==> src/rtl/pslip_accept_sched.sv <==
// Input-port requester/accepter for a prioritized SLIP scheduler (one instance per input).
// Build option: define ACC_PTR_ALL_ITER_EN to advance round-robin pointers on every accept.
module pslip_accept_sched #(
    parameter int N    = 4,
    parameter int P    = 16,
    parameter int C    = $clog2(P),
    parameter int ITER = 2
) (
    input  logic                 clk,
    input  logic                 reset,
    input  logic                 start,
    input  logic [N-1:0]         voq_valid,
    input  logic [N*C-1:0]       voq_pri,
    output logic [N-1:0]         req,
    output logic [N*C-1:0]       req_pri,
    input  logic [N-1:0]         gnt_in,
    input  logic [N*C-1:0]       gnt_pri,
    output logic [N-1:0]         acc,
    output logic                 any_acc,
    output logic                 match_valid,
    output logic [$clog2(N)-1:0] match_dst,
    output logic [N-1:0]         deq,
    output logic                 busy
);
    localparam int NW = $clog2(N);
    localparam int IW = (ITER > 1) ? $clog2(ITER) : 1;
    localparam logic [N-1:0] ONE_N = {{(N-1){1'b0}}, 1'b1};

    typedef enum logic [2:0] {IDLE, REQ, GNT, ACC, DONE} state_t;

    state_t          state_q, state_d;
    logic [IW-1:0]   iter_q, iter_d;
    logic            matched_q, matched_d;
    logic [NW-1:0]   match_dst_q, match_dst_d;
    logic [NW-1:0]   ptr_q [P];
    logic [NW-1:0]   ptr_d [P];
    logic [N-1:0]    req_q, req_d;
    logic [N*C-1:0]  req_pri_q, req_pri_d;
    logic [N-1:0]    gnt_q, gnt_d;
    logic [N*C-1:0]  gpri_q, gpri_d;
    logic            match_valid_q, match_valid_d;
    logic [N-1:0]    deq_q, deq_d;
    logic            busy_q, busy_d;

    logic [N-1:0]    req_s;
    logic [N*C-1:0]  req_pri_s;
    logic [N-1:0]    eff_s;
    logic [N-1:0]    cand_s;
    logic [C-1:0]    pmax_s;
    logic [NW:0]     sum_s;
    logic [NW-1:0]   pos_s;
    logic [NW-1:0]   win_s;
    logic            win_vld_s;
    logic [NW-1:0]   next_ptr_s;
    logic [N-1:0]    acc_s;
    logic            upd_s;
    logic            done_s;

    // Request vector offered in REQ: VOQ occupancy, priorities masked to zero where empty.
    always_comb begin
        req_s     = matched_q ? {N{1'b0}} : voq_valid;
        req_pri_s = {(N*C){1'b0}};
        for (int n = 0; n < N; n++) begin
            req_pri_s[n*C +: C] = req_s[n] ? voq_pri[n*C +: C] : {C{1'b0}};
        end
    end

    // Accept selection: highest granted priority, then round-robin from that level's pointer.
    always_comb begin
        eff_s     = gnt_q & req_q;
        pmax_s    = {C{1'b0}};
        cand_s    = {N{1'b0}};
        sum_s     = {(NW+1){1'b0}};
        pos_s     = {NW{1'b0}};
        win_s     = {NW{1'b0}};
        win_vld_s = 1'b0;
        for (int n = 0; n < N; n++) begin
            pmax_s = (eff_s[n] && (gpri_q[n*C +: C] > pmax_s)) ? gpri_q[n*C +: C] : pmax_s;
        end
        for (int n = 0; n < N; n++) begin
            cand_s[n] = eff_s[n] && (gpri_q[n*C +: C] == pmax_s);
        end
        for (int k = 0; k < N; k++) begin
            sum_s     = {1'b0, ptr_q[pmax_s]} + (NW+1)'(k);
            pos_s     = (sum_s >= (NW+1)'(N)) ? NW'(sum_s - (NW+1)'(N)) : sum_s[NW-1:0];
            win_s     = (!win_vld_s && cand_s[pos_s]) ? pos_s : win_s;
            win_vld_s = win_vld_s | cand_s[pos_s];
        end
        acc_s      = ((state_q == ACC) && !matched_q && win_vld_s) ? (ONE_N << win_s) : {N{1'b0}};
        next_ptr_s = (win_s == NW'(N-1)) ? {NW{1'b0}} : (win_s + NW'(1));
`ifdef ACC_PTR_ALL_ITER_EN
        upd_s = 1'b1;
`else
        upd_s = (iter_q == {IW{1'b0}});
`endif
    end

    // Round sequencing: next-state and next-value logic for every register.
    always_comb begin
        state_d       = state_q;
        iter_d        = iter_q;
        matched_d     = matched_q;
        match_dst_d   = match_dst_q;
        ptr_d         = ptr_q;
        req_d         = req_q;
        req_pri_d     = req_pri_q;
        gnt_d         = gnt_q;
        gpri_d        = gpri_q;
        match_valid_d = 1'b0;
        deq_d         = {N{1'b0}};
        done_s        = 1'b0;
        case (state_q)
            IDLE: begin
                if (start) begin
                    state_d   = REQ;
                    matched_d = 1'b0;
                    iter_d    = {IW{1'b0}};
                end else begin
                    state_d = IDLE;
                end
            end
            REQ: begin
                req_d     = req_s;
                req_pri_d = req_pri_s;
                state_d   = GNT;
            end
            GNT: begin
                gnt_d   = gnt_in;
                gpri_d  = gnt_pri;
                state_d = ACC;
            end
            ACC: begin
                if (acc_s != {N{1'b0}}) begin
                    matched_d      = 1'b1;
                    match_dst_d    = win_s;
                    ptr_d[pmax_s]  = upd_s ? next_ptr_s : ptr_q[pmax_s];
                end else begin
                    matched_d = matched_q;
                end
                done_s = (iter_q == IW'(ITER-1)) || matched_d;
                if (done_s) begin
                    state_d       = DONE;
                    match_valid_d = matched_d;
                    deq_d         = matched_d ? (ONE_N << match_dst_d) : {N{1'b0}};
                end else begin
                    iter_d  = iter_q + IW'(1);
                    state_d = REQ;
                end
            end
            DONE: begin
                state_d = IDLE;
            end
            default: begin
                state_d = IDLE;
            end
        endcase
        busy_d = (state_d != IDLE);
    end

    // State registers with synchronous active-low reset.
    always_ff @(posedge clk) begin
        if (!reset) begin
            state_q       <= IDLE;
            iter_q        <= {IW{1'b0}};
            matched_q     <= 1'b0;
            match_dst_q   <= {NW{1'b0}};
            for (int p = 0; p < P; p++) begin
                ptr_q[p] <= {NW{1'b0}};
            end
            req_q         <= {N{1'b0}};
            req_pri_q     <= {(N*C){1'b0}};
            gnt_q         <= {N{1'b0}};
            gpri_q        <= {(N*C){1'b0}};
            match_valid_q <= 1'b0;
            deq_q         <= {N{1'b0}};
            busy_q        <= 1'b0;
        end else begin
            state_q       <= state_d;
            iter_q        <= iter_d;
            matched_q     <= matched_d;
            match_dst_q   <= match_dst_d;
            ptr_q         <= ptr_d;
            req_q         <= req_d;
            req_pri_q     <= req_pri_d;
            gnt_q         <= gnt_d;
            gpri_q        <= gpri_d;
            match_valid_q <= match_valid_d;
            deq_q         <= deq_d;
            busy_q        <= busy_d;
        end
    end

    assign req         = (state_q == REQ) ? req_s
                       : ((state_q == GNT) ? req_q : {N{1'b0}});
    assign req_pri     = (state_q == REQ) ? req_pri_s
                       : ((state_q == GNT) ? req_pri_q : {(N*C){1'b0}});
    assign acc         = acc_s;
    assign any_acc     = |acc_s;
    assign match_valid = match_valid_q;
    assign match_dst   = match_dst_q;
    assign deq         = deq_q;
    assign busy        = busy_q;

endmodule

==> config.mk <==
export PLATFORM = sky130hd
export DESIGN_NAME = pslip_accept_sched
export DESIGN_NICKNAME = d
export VERILOG_FILES = /design/src/rtl/pslip_accept_sched.sv
export SDC_FILE = /design/constraint.sdc
export NUM_CORES = 1
export LEC_CHECK = 0
export ABC_AREA = 1
export CAP_MARGIN = 5
export CELL_PAD_IN_SITES_DETAIL_PLACEMENT = 1
export CELL_PAD_IN_SITES_GLOBAL_PLACEMENT = 1
export CORE_UTILIZATION = 38
export CTS_CLUSTER_DIAMETER = 80
export DETAILED_ROUTE_END_ITERATION = 10
export GPL_ROUTABILITY_DRIVEN = 0
export PLACE_DENSITY = 0.76
export SLEW_MARGIN = 10
export SYNTH_ARGS = -nofsm -noshare
export SYNTH_HDL_FRONTEND = slang
export SYNTH_SLANG_ARGS = --single-unit
==> constraint.sdc <==
create_clock -name clk -period 8.3 [get_ports clk]
set_input_delay 1.66 -clock clk [delete_from_list [all_inputs] [get_ports clk]]
set_output_delay 1.66 -clock clk [all_outputs]
set_load 0.02 [all_outputs]
# [Word level (Yosys, flattened, before mapping)]
# Index checks and enable logic that the tools add are counted.
[totals] wordCells=145 input_bits=43 ff_bits=85 out_inout_bits=33
[classes] bitwise_logic=5 eq_ne=10 shifts=2 add_sub_neg=9 n_lt_le_gt_ge=14 reduce_logical=29 mux=49
[ops] op="$mux 4" count=12
[ops] op="$bwmux 32" count=1
[ops] op="$mux 16" count=2
[ops] op="$mux 2" count=15
[ops] op="$eq 4x4->1" count=4
[ops] op="$logic_and 1x1->1" count=14
[ops] op="$gt 4x4->1" count=3
[ops] op="$lt 2x3->1 const B" count=4
[ops] op="$pmux 3 s4" count=1
[ops] op="$ge 3x3->1 const B" count=3
[ops] op="$mux 1" count=9
[ops] op="$bmux 1 s2" count=4
[ops] op="$bmux 2 s4" count=1
[ops] op="$demux 2 s4" count=1
[ops] op="$shl 1x2->4 const A" count=2
[ops] op="$sub 2x1->2 const B" count=4
[ops] op="$add 2x2->3 const B" count=2
[ops] op="$eq 3x2->1 const B" count=2
[ops] op="$reduce_and 3->1" count=2
[ops] op="$ge 5x5->1 const B" count=1
[ops] op="$lt 5x1->1 const B" count=1
[ops] op="$not 4->5" count=1
[ops] op="$and 4x4->4" count=1
[ops] op="$gt 4x1->1 const B" count=1
[ops] op="other kinds (19)" count=27

# [Longest topological paths before layout]
[depth] word_depth=35 mapped_depth=55 depth_no_buf=54

# [Least setup slack after synthesis]
# Ideal clock, no wire load.
[synth_path] kind="reg2out" startpoint="register req_q[0]" endpoint="output port any_acc" arrival_time_ps=5922 stages_incl_launch_ff=49 setup_slack_ps=718 cell_sequence="dfxtp_1 > nand2_1 > clkinv_1 > nand2_1 > nor2_1 > inv_1 > ha_1 > nand2_1 > nor2_2 > nor2_4 > nand2_4 > o21ai_0 > inv_1 > ha_1 > inv_1 > o21bai_1 > inv_1 > nand2_2 > [13 not listed] > nand2_1 > nand2_1 > nand2_1 > nand2_2 > inv_2 > nand2_2 > buf_4 > nand2_1 > nand3_2 > nand2_2 > nor2_4 > nand4_1 > nand2_1 > ha_1 > nand3_1 > nand3_4 > buf_8 > buf_6"
[synth_between] elab_chain_len=29 word_cells_on_any_way=64 cone_classes="add/sub: 7; order compare: 7; eq/ne: 4; shift: 1; mux: 24; bitwise: 5; reduce/logical: 16"
[synth_rtl] item="start: declaration" line="37" text="logic [N-1:0] req_q, req_d;"
[synth_rtl] item="start signal: assignment" line="170" text="req_q <= {N{1'b0}};"
[synth_rtl] item="start signal: assignment" line="183" text="req_q <= req_d;"
[synth_rtl] item="$and 4x4->4 (*)" line="70" text="eff_s = gnt_q & req_q;"
[synth_rtl] item="$logic_and 1x1->1" line="78" text="pmax_s = (eff_s[n] && (gpri_q[n*C +: C] > pmax_s)) ? gpri_q[n*C +: C] : pmax_s;"
[synth_rtl] item="$mux 4" line="78"
[synth_rtl] item="$gt 4x4->1" line="78"
[synth_rtl] item="$logic_and 1x1->1" line="78"
[synth_rtl] item="$mux 4" line="78"
[synth_rtl] item="$gt 4x4->1" line="78"
[synth_rtl] item="$logic_and 1x1->1" line="78"
[synth_rtl] item="[13 not listed]"
[synth_rtl] item="$or 1x1->1" line="87" text="win_vld_s = win_vld_s | cand_s[pos_s];"
[synth_rtl] item="$logic_not 1->1 or $or 1x1->1 (tied branches)" line="86, 87"
[synth_rtl] item="$logic_and 1x1->1 or $logic_not 1->1 (tied branches)" line="86" text="win_s = (!win_vld_s && cand_s[pos_s]) ? pos_s : win_s;"
[synth_rtl] item="$mux 2 or $logic_and 1x1->1 (tied branches)" line="86"
[synth_rtl] item="$mux 2" line="86"
[synth_rtl] item="$shl 1x2->4" line="89" text="acc_s = ((state_q == ACC) && !matched_q && win_vld_s) ? (ONE_N << win_s) : {N{1'b0}};"
[synth_rtl] item="$mux 4 (*)" line="89"
[synth_rtl] item="$reduce_or 4->1 (*)" line="198" text="assign any_acc = |acc_s;"
[synth_rtl] item="end: declaration" line="19" text="output logic any_acc,"
# Mark *: on every way between the ends. The rest lies on a longest branch, timed or not. The select of a mux whose other input is x is not followed.

# [Final worst setup path]
[layout_path] startpoint="register gpri_q[2]" endpoint="output port any_acc"
[layout_between] elab_chain_len=29 word_cells_on_any_way=64 cone_classes="add/sub: 7; order compare: 8; eq/ne: 4; shift: 1; mux: 24; bitwise: 4; reduce/logical: 16"
[layout_rtl] item="start: declaration" line="40" text="logic [N*C-1:0] gpri_q, gpri_d;"
[layout_rtl] item="start signal: assignment" line="173" text="gpri_q <= {(N*C){1'b0}};"
[layout_rtl] item="start signal: assignment" line="186" text="gpri_q <= gpri_d;"
[layout_rtl] item="$gt 4x1->1" line="78"
[layout_rtl] item="$logic_and 1x1->1" line="78"
[layout_rtl] item="$mux 4" line="78"
[layout_rtl] item="$gt 4x4->1" line="78"
[layout_rtl] item="$logic_and 1x1->1" line="78"
[layout_rtl] item="$mux 4" line="78"
[layout_rtl] item="$gt 4x4->1" line="78"
[layout_rtl] item="$logic_and 1x1->1" line="78"
[layout_rtl] item="[13 not listed]"
[layout_rtl] item="$or 1x1->1" line="87"
[layout_rtl] item="$logic_not 1->1 or $or 1x1->1 (tied branches)" line="86, 87"
[layout_rtl] item="$logic_and 1x1->1 or $logic_not 1->1 (tied branches)" line="86"
[layout_rtl] item="$mux 2 or $logic_and 1x1->1 (tied branches)" line="86"
[layout_rtl] item="$mux 2" line="86"
[layout_rtl] item="$shl 1x2->4" line="89"
[layout_rtl] item="$mux 4 (*)" line="89"
[layout_rtl] item="$reduce_or 4->1 (*)" line="198"
# Marks and branches as above.

==> summary.txt <==
Critical path
  • Type of the worst setup path: reg2out
  • Type of origin of the critical path: flop
  • Most used cell, CP: nand2_1
  • Max incr delay on CP: 0.34 ns
  • RR Endpoint: ptr_q[29]$_SDFFE_PN0P_
  • Critical Path AT: 6.23 ns
  • Crit. End Element: output pin
  • Worst setup path endpoint: any_acc
  • Reg2reg start: gpri_q[2]$_SDFFE_PN0N_
  • Highest net fanout along the worst path: 8
  • Critical-path top delay cell: dfxtp_2
  • R2r worst-path depth: 50
  • Setup crit start: gpri_q[2]$_SDFFE_PN0N_
  • Reg2Reg Setup Slack: 1.12 ns
  • Worst path required time: 6.64 ns

Yosys
  • Synthesized flop and latch total: 85
  • Synth Instances: 837
  • Post-Syn Area: 5250 sq um
  • Netlist cell types: 35
  • Synth Warn #: 0
  • Register area share after synthesis: 32.4%
  • Syn avg cell area: 6.28 sq um
  • Syn nets: 891

CTS
  • TritonCTS clock tree: built
  • Clock tree root buffer cell: clkbuf_16
  • Hold-fix buffers, CTS: 0
  • CTS sink cnt: 85
  • H-tree depth: 3
  • Clock buffer depth: 2
  • Clock-pin slew on the worst setup and hold paths: 0.06 ns
  • Clk_lat worst skew: 0.35 ns
  • Num CTS Buffers: 9

Cells and area
  • Layout Nets: 983
  • Multi-input gate area: 3210 sq um
  • Antenna cells: 0
  • Seq. cell area: 1710 sq um
  • Share of layout cells above drive strength 1: 16.0%
  • Area Growth Syn to Fin: 31.0%
  • Filler instances: 1768
  • Commonest cells after routing, fill and taps aside: 244 x nand2_1, 96 x inv_1, 80 x dfxtp_1
  • Most common cell after layout, fill and taps aside: nand2_1

Place
  • Port bufs: 75
  • Post-DP HPWL: 13700 microns
  • Pre-CTS setup slack: -0.269 ns

Global route
  • Antenna violations before repair: 0
  • Largest net degree at the start of global routing: 63
  • Overflow after GRT: 0
  • First-pass GRT wire length: 30000 microns
  • Vias in the first global route: 6047
  • GRT Total Usage: 26.7%

Flow run
  • Max_cap viols: 0

Routing
  • ANT nets after route: 0
  • Routed wire length: 18900 microns
  • WL per Instance: 17.0 microns
  • # DRC: 0
  • Vias: 5812
  • Vias per Instance: 5.24
  • Initial DRC Count: 351
  • Drt first pass iters: 5

STA
  • FMAX: 0.127 GHz
  • Minimum hold slack: 0.449 ns
  • Final min period: 7.89 ns
  • Max-Slew Margin vs Limit: 38.9%
  • Final hold viol count: 0
  • Worst Slack Setup Final: 0.413 ns
  • Max-slew violations: 0
  • Worst slew pin tran: 0.911 ns
  • Tcrit/Tclk final: 95.0%
  • Final setup violating endpoints: 0
  • Clock skew: 0.00377 ns

Die
  • Die H: 120 microns
  • Die ar.: 14300 sq um
  • Initial Util: 39.4%
  • Num rows: 42
  • Core area: 13300 sq um
  • Chip Width: 120 microns
  • I/O Pins: 76

Power and ir drop
  • Total design power: 1.10 mW
  • Power per cell area: 159 nW/um^2
  • LEAKAGE: 2.85 nW
  • Worst VDD drop: 0.000107 V

Status
  • Outcome: complete, no violations

Worst hold path
  • Type of the worst min-delay path: reg2reg
==> flip-flops by register name, summed over array words and instances (netlist names), 2 cells and up <==
register / cells
match_dst: 2
gpri_q: 16
req_q: 4
state_q: 3
gnt_q: 4
ptr_q: 32
deq: 4
req_pri_q: 16
==> routing by layer <==
layer,track usage [%],share of wire (%),vias to the layer above
met5,0,0,-
met4,9.38,2.5,0
met3,6.18,4.6,35
met2,47.0,50,125
met1,31.7,43,2808
li1,-,-,2844
==> cell type report <==
class | count | share of cell area [%]
well taps | 176 | 3.20
repair buffers | 109 | 14.8
inverters | 111 | 6.16
clock buffers | 11 | 3.53
clock inverters | 5 | 0.873
flip-flops and latches | 85 | 24.9
multi-input cells | 613 | 46.6
==> Yosys cell counts (all sizes together) <==
library cell,n,area share (%)
nor2b,1,0.12
nor2,75,6.3
o21ai,56,6.3
o21a,1,0.14
clkinv,3,0.21
nand2,276,21
o21bai,1,0.14
nand3b,1,0.14
buf,15,2.3
a21oi,81,7.7
nand4,7,0.83
inv,108,7.7
nand2b,1,0.12
clkbuf,15,1.1
nand3,90,9.5
ha,11,2.6
nor3,2,0.19
xor2,6,1.0
dfxtp,85,32
a21boi,1,0.21
a31oi,1,0.12
==> repair_timing <==
action                                  CTS  global route
gates cloned                              1             1
endpoints found under the setup margin    5             5
buffers inserted                          4            15
resized for setup                        19            71
pin swaps                                 1            21
==> power by group <==
part,leakage [nW],internal (mW),switching (mW)
Clock,0.146,0.242,0.174
Sequential,0.691,0.432,0.0229
Combinational,2.01,0.0851,0.140
==> through the flow <==
stage	utilization [%]	std cells	cell area [sq um]	setup TNS, ns
2_1_floorplan	-	837	5250	0
3_3_place_gp	46.2	1073	6160	0
3_5_place_dp	46.2	1073	6160	-0.474
4_1_cts	49.0	1094	6540	0
5_1_grt	51.6	1110	6880	-0.124
6_report	51.6	1110	6880	0
==> worst min-delay path by stage <==
stage | cells after the start | endpoint | slack [ns] | startpoint
2_1_floorplan | 2 | gnt_q[2]$_SDFFE_PN0N_ | 0.42 | gnt_q[2]$_SDFFE_PN0N_
3_3_place_gp | 2 | gnt_q[2]$_SDFFE_PN0N_ | 0.44 | gnt_q[2]$_SDFFE_PN0N_
3_5_place_dp | 2 | gnt_q[2]$_SDFFE_PN0N_ | 0.44 | gnt_q[2]$_SDFFE_PN0N_
4_1_cts | 2 | gnt_q[2]$_SDFFE_PN0N_ | 0.45 | gnt_q[2]$_SDFFE_PN0N_
5_1_grt | 2 | gnt_q[3]$_SDFFE_PN0N_ | 0.48 | gnt_q[3]$_SDFFE_PN0N_
6_report | 2 | gnt_q[3]$_SDFFE_PN0N_ | 0.45 | gnt_q[3]$_SDFFE_PN0N_
==> worst max-delay path, delay by kind of cell, from the launching register on <==
family,cells,cell delay (ns)
flops,1,0.34
simple gates,31,2.94
fa+ha+maj,4,1.01
compound gates,4,0.49
buf+inv,10,1.07
==> kinds of logic after synthesis <==
group                    count (synthesis)  share of synthesized area, %
AND/OR/NAND/NOR                        453                          38.1
XOR/XNOR                                 6                          1.00
buffers and inverters                  141                          11.3
flip-flops                              85                          32.4
adder cells (fa/ha/maj)                 11                          2.62
AO/OA/AOI/OAI                          141                          14.6
(Power assumes the default switching activity.)
